### src/rtl/dmem_store_rmw_if.sv
// rtl/dmem_store_rmw_if.sv - CPU-side store request and data-memory handshake bundle.
interface dmem_store_rmw_if #(
    parameter int ADDR_W = 32
);
    logic              start;
    logic [1:0]        store_type;
    logic [ADDR_W-1:0] addr;
    logic [31:0]       wdata;
    logic              busy;
    logic              done;
    logic              addr_err;
    logic              mem_req;
    logic              mem_we;
    logic [ADDR_W-1:0] mem_addr;
    logic [31:0]       mem_wdata;
    logic [31:0]       mem_rdata;
    logic              mem_ack;

    // master: the CPU pipeline together with the data memory it talks to
    modport master (
        output start, store_type, addr, wdata, mem_rdata, mem_ack,
        input  busy, done, addr_err, mem_req, mem_we, mem_addr, mem_wdata
    );

    modport slave (
        input  start, store_type, addr, wdata, mem_rdata, mem_ack,
        output busy, done, addr_err, mem_req, mem_we, mem_addr, mem_wdata
    );
endinterface

### src/rtl/dmem_store_rmw.sv
// rtl/dmem_store_rmw.sv - SW/SH/SB store path with read-modify-write on a word-only data memory.
module dmem_store_rmw #(
    parameter int ADDR_W = 32
) (
    input  logic            clk,
    input  logic            rst,
    dmem_store_rmw_if.slave bus
);
    localparam logic [1:0] S_IDLE  = 2'b00;
    localparam logic [1:0] S_READ  = 2'b01;
    localparam logic [1:0] S_WRITE = 2'b10;
    localparam logic [1:0] S_DONE  = 2'b11;

    localparam logic [1:0] ST_SW = 2'b00;
    localparam logic [1:0] ST_SH = 2'b01;
    localparam logic [1:0] ST_SB = 2'b10;

    logic [1:0]        state;
    logic [1:0]        type_q;
    logic [1:0]        lane_q;
    logic [15:0]       half_q;
    logic              err_q;
    logic [31:0]       word_q;
    logic [ADDR_W-1:0] maddr_q;
    logic              reject;
    logic [31:0]       merged;

    always_comb begin
        reject = 1'b0;
        case (bus.store_type)
            ST_SW:   reject = (bus.addr[1:0] != 2'b00);
            ST_SH:   reject = bus.addr[0];
            ST_SB:   reject = 1'b0;
            default: reject = 1'b1;
        endcase
    end

    // Only the low halfword of rt is ever needed once the store is narrowed.
    always_comb begin
        merged = bus.mem_rdata;
        if (type_q == ST_SB)
            merged[{lane_q, 3'b000} +: 8] = half_q[7:0];
        else
            merged[{lane_q[1], 4'b0000} +: 16] = half_q;
    end

    always_ff @(posedge clk) begin
        if (rst) begin
            state   <= S_IDLE;
            type_q  <= 2'b00;
            lane_q  <= 2'b00;
            half_q  <= 16'h0000;
            err_q   <= 1'b0;
            word_q  <= 32'h0000_0000;
            maddr_q <= '0;
        end else begin
            case (state)
                S_IDLE: begin
                    if (bus.start) begin
                        type_q  <= bus.store_type;
                        lane_q  <= bus.addr[1:0];
                        half_q  <= bus.wdata[15:0];
                        maddr_q <= {bus.addr[ADDR_W-1:2], 2'b00};
                        err_q   <= reject;
                        if (reject) begin
                            state <= S_DONE;
                        end else if (bus.store_type == ST_SW) begin
                            word_q <= bus.wdata;
                            state  <= S_WRITE;
                        end else begin
                            state <= S_READ;
                        end
                    end
                end
                S_READ: begin
                    if (bus.mem_ack) begin
                        word_q <= merged;
                        state  <= S_WRITE;
                    end
                end
                S_WRITE: begin
                    if (bus.mem_ack)
                        state <= S_DONE;
                end
                default: begin
                    state <= S_IDLE;
                end
            endcase
        end
    end

    // mem_req spans READ and WRITE without a gap; only mem_we flips between them.
    assign bus.busy      = (state == S_READ) || (state == S_WRITE);
    assign bus.mem_req   = (state == S_READ) || (state == S_WRITE);
    assign bus.mem_we    = (state == S_WRITE);
    assign bus.done      = (state == S_DONE);
    assign bus.addr_err  = (state == S_DONE) && err_q;
    assign bus.mem_addr  = maddr_q;
    assign bus.mem_wdata = word_q;
endmodule
### src/flat_wrapper.sv
// flat-port wrapper written by rule: the top's interface ports become plain ports
module dmem_store_rmw_flat 
#(
    parameter int ADDR_W = 32
)
  (clk, rst, bus_start, bus_store_type, bus_addr, bus_wdata, bus_mem_rdata, bus_mem_ack, bus_busy, bus_done, bus_addr_err, bus_mem_req, bus_mem_we, bus_mem_addr, bus_mem_wdata);
  dmem_store_rmw_if #(.ADDR_W(ADDR_W)) bus_i ();
  input  logic clk;
  input  logic rst;
  input wire logic [$bits(bus_i.start)-1:0] bus_start;
  input wire logic [$bits(bus_i.store_type)-1:0] bus_store_type;
  input wire logic [$bits(bus_i.addr)-1:0] bus_addr;
  input wire logic [$bits(bus_i.wdata)-1:0] bus_wdata;
  input wire logic [$bits(bus_i.mem_rdata)-1:0] bus_mem_rdata;
  input wire logic [$bits(bus_i.mem_ack)-1:0] bus_mem_ack;
  output wire logic [$bits(bus_i.busy)-1:0] bus_busy;
  output wire logic [$bits(bus_i.done)-1:0] bus_done;
  output wire logic [$bits(bus_i.addr_err)-1:0] bus_addr_err;
  output wire logic [$bits(bus_i.mem_req)-1:0] bus_mem_req;
  output wire logic [$bits(bus_i.mem_we)-1:0] bus_mem_we;
  output wire logic [$bits(bus_i.mem_addr)-1:0] bus_mem_addr;
  output wire logic [$bits(bus_i.mem_wdata)-1:0] bus_mem_wdata;
  assign bus_i.start = bus_start;
  assign bus_i.store_type = bus_store_type;
  assign bus_i.addr = bus_addr;
  assign bus_i.wdata = bus_wdata;
  assign bus_i.mem_rdata = bus_mem_rdata;
  assign bus_i.mem_ack = bus_mem_ack;
  assign bus_busy = bus_i.busy;
  assign bus_done = bus_i.done;
  assign bus_addr_err = bus_i.addr_err;
  assign bus_mem_req = bus_i.mem_req;
  assign bus_mem_we = bus_i.mem_we;
  assign bus_mem_addr = bus_i.mem_addr;
  assign bus_mem_wdata = bus_i.mem_wdata;
  dmem_store_rmw #(.ADDR_W(ADDR_W)) u_core (.clk(clk), .rst(rst), .bus(bus_i));
endmodule
### config.mk
export PLATFORM = sky130hd
export DESIGN_NAME = dmem_store_rmw_flat
export DESIGN_NICKNAME = d
export VERILOG_FILES = /design/src/rtl/dmem_store_rmw_if.sv /design/src/rtl/dmem_store_rmw.sv /design/src/flat_wrapper.sv
export SDC_FILE = /design/constraint.sdc
export NUM_CORES = 1
export LEC_CHECK = 0
export ABC_AREA = 1
export CAP_MARGIN = 10
export CORE_MARGIN = 2
export CORE_UTILIZATION = 40
export CTS_BUF_LIST = sky130_fd_sc_hd__clkbuf_8
export CTS_CLUSTER_DIAMETER = 200
export DETAILED_ROUTE_END_ITERATION = 10
export GPL_TIMING_DRIVEN = 0
export PLACE_DENSITY = 0.75
export SETUP_SLACK_MARGIN = 0.02
export SYNTH_ARGS = -nofsm -noshare
export SYNTH_HDL_FRONTEND = slang
export SYNTH_SLANG_ARGS = --single-unit
### constraint.sdc
create_clock -name clk -period 2.07 [get_ports clk]
set_input_delay 0.621 -clock clk [delete_from_list [all_inputs] [get_ports clk]]
set_output_delay 0.621 -clock clk [all_outputs]
set_load 0.01 [all_outputs]
==> flow_summary.toml <==
[floorplan]
rows = 41
die_y_um = 117.4
io_pins = 171
dieArea_um2 = 13790
initial_core_util_pct = 40.95
floorplan.core_area_um2 = 12570
dieWidth_um = 117.4

[routing]
vias = 5829
postRouteAntennaNets = 0
drtIter0Drc = 359
viasPerCell = 4.659
wl_per_cell_um = 13.30
wl_mm = 16.64
post-route-drc-count = 0
first_pass_iters = 5

[global_routing]
gr-total-overflow = 0
grt_pass1_wl_mm = 26.88
grt_use_total_pct = 24.18
grt_pass1_vias = 5420
antenna_found_initial = 0
grt_start_max_net_pins = 18

[finish]
fin_util_pct = 58.17
drive_above_1_share_pct = 7.507
seq_area_um2 = 1704
multiInputGateArea_um2 = 2820
antenna_cells = 0
area_growth_pct = 42.06
fin_nets = 1186
final.fill_count = 1281

[clock_tree]
clockBufferDepth = 2
root_buffer = "clkbuf_8"
clkLatencyLatePin_ns = 0.39
htree_levels = 3
cts_sinks = 85
clk_transition_reported_paths_ns = 0.10
cts_buffers = 9
cts_tree = "yes"

[pwr]
power_per_cell_area_nw_per_um2 = 1230
worst_ir_drop_vdd_v = 0.0007260
power.leakage_uw = 0.003537
total_power_uw = 8994

[timing]
hold_viol_final = 0
max_freq_mhz = 511.6
maxSlewViolCount = 0
fin_setup_tns_ns = 0
clock_skew_ns = 0.01945
max_slew_margin_pct = 63.92
rsz0062_at_grt = "no"
finalCritPeriodShare_pct = 94.43
period_minus_slack_ns = 1.955
tightest_slew_ns = 0.5412
setup_viol = 0

[synth]
synthesis.area_um2 = 5146
synth.top_cells.by_area = "dfxtp_1 (33%), nand2_1 (23%), nor2_1 (13%)"
ys_ff_latch = 85
synth_top_area_share_pct = 33.07
yosys_warnings = 0
ys_seq_area_share_pct = 33.07
synth_top_area_cell = "dfxtp_1"
synthCells = 891
synth_cell_types = 24
synth.avg_cell_area_um2 = 5.776

[critical_path]
crit_arrival_ns = 1.33
cp_data_required_time_ns = 1.45
path_cells = "buf_4 > ha_1 > dlygate4sd2_1"
cpPeakStageDelay_ns = 0.33
cp-start-kind = "register"
worst-path-buf-inv = 2
critical-path-top-delay-family = "buffers and inverters"
crit_slowest_cell = "dfxtp_2"
crit_fanout = 4
crit_type = "reg2out"
end_kind = "primary output"

[status]
status = "finished clean"

[placed_design]
numPortBuffers = 168
gp_congestion = 0.9434
dp.final_hpwl_mm = 12.43

[job]
cap_violations = 0

[hold_path]
hp-class = "reg2reg"
[cells in the mapped netlist, drive strengths merged]
cell type / n
a21oi: 34
buf: 33
clkbuf: 16
clkinv: 1
conb: 1
dfxtp: 85
ha: 10
inv: 99
nand2: 317
nand3: 58
nand4: 1
nor2: 183
o211ai: 1
o21ai: 52
[path summary, 6_finish.rpt]
check,startpoint,endpoint,slack [ns],cells after the start
setup / recovery,u_core.state[1]$_SDFFE_PP0P_,bus_mem_we,0.12,3
hold / removal,u_core.type_q[0]$_SDFFE_PP0P_,u_core.type_q[0]$_SDFFE_PP0P_,0.48,2
setup reg to reg,u_core.lane_q[1]$_SDFFE_PP0P_,u_core.bus.mem_wdata[8]$_SDFFE_PP0P_,0.19,12
hold reg to reg,u_core.type_q[0]$_SDFFE_PP0P_,u_core.type_q[0]$_SDFFE_PP0P_,0.48,2
[repair_timing]
action,in CTS,in global routing
pin swaps,0,2
endpoints found under the hold margin,0,0
gates resized for setup,16,13
hold buffers,0,0
setup endpoints to repair,21,33
cloned,0,1
setup buffers,2,0
[tightest hold or removal path, delay by kind of cell, from the launching register on]
family	cells	cell delay (ns)
DFF	1	0.31
buffers and inverters	1	0.08
AOI/OAI and AO/OA	1	0.06
[metal layers]
| metal | wire (um) | track usage [%] | part of all wire [%] |
|---|---|---|---|
| met5 | 0 | 0 | 0 |
| met4 | 130 | 4.066 | 0.78 |
| met3 | 1743 | 8.414 | 10 |
| met2 | 7628 | 40.86 | 46 |
| met1 | 7136 | 30.20 | 43 |
[cells by family (layout without fill, tap and decap cells)]
group	after synthesis	after routing	share of synthesized area, %
flops	85	85	33.07
buf+inv	149	336	13.08
simple gates	559	559	42.77
other cells	1	2	0.07287
compound gates	87	87	8.582
fa+ha+maj	10	10	2.431
[power breakdown]
group          internal (uW)  switching [uW]  total [uW]
Sequential              2250             386        2640
Combinational           2330            2830        5150
Clock                    468             734        1200
[state kept, by name (all words and copies together), names as in the netlist]
signal	count
u_core.bus.mem_addr	30
u_core.bus.mem_wdata	32
u_core.err_q	1
u_core.half_q	16
u_core.lane_q	2
u_core.state	2
u_core.type_q	2
[stage by stage]
stage	area, um^2	hold slack, ns	std cells	worst slack (ns)
after floorplan	5150	0.4466	892	0.3110
after CTS	7274	0.4809	1250	0.04192
after global routing	7311	0.5123	1251	0.03750
after detailed placement	7047	0.4670	1232	-0.08448
after global placement	7047	0.4606	1232	-0.08614
final	7311	0.4836	1251	0.1153
[cells in the final DEF (no fill, tap or decap), drive strengths merged]
cell type and count:
nand2 317, nor2 183, clkdlybuf4s50 163, inv 103
dfxtp 85, nand3 58, o21ai 52, buf 35
a21oi 34, clkbuf 27, ha 10, dlygate4sd2 3
clkinv 3, conb 2, clkinvlp 2, nand4 1
o211ai 1
[layout make-up]
type / count / area share, %
Multi-Input combinational cell: 658 / 38.58
Sequential cell: 85 / 23.31
Timing Repair Buffer: 170 / 23.05
Inverter: 100 / 5.220
Buffer: 49 / 4.210
Tap cell: 172 / 2.944
Clock buffer: 9 / 1.694
Clock inverter: 7 / 0.9242
Timing Repair inverter: 1 / 0.06846
Power figures use the tool's default switching activity.
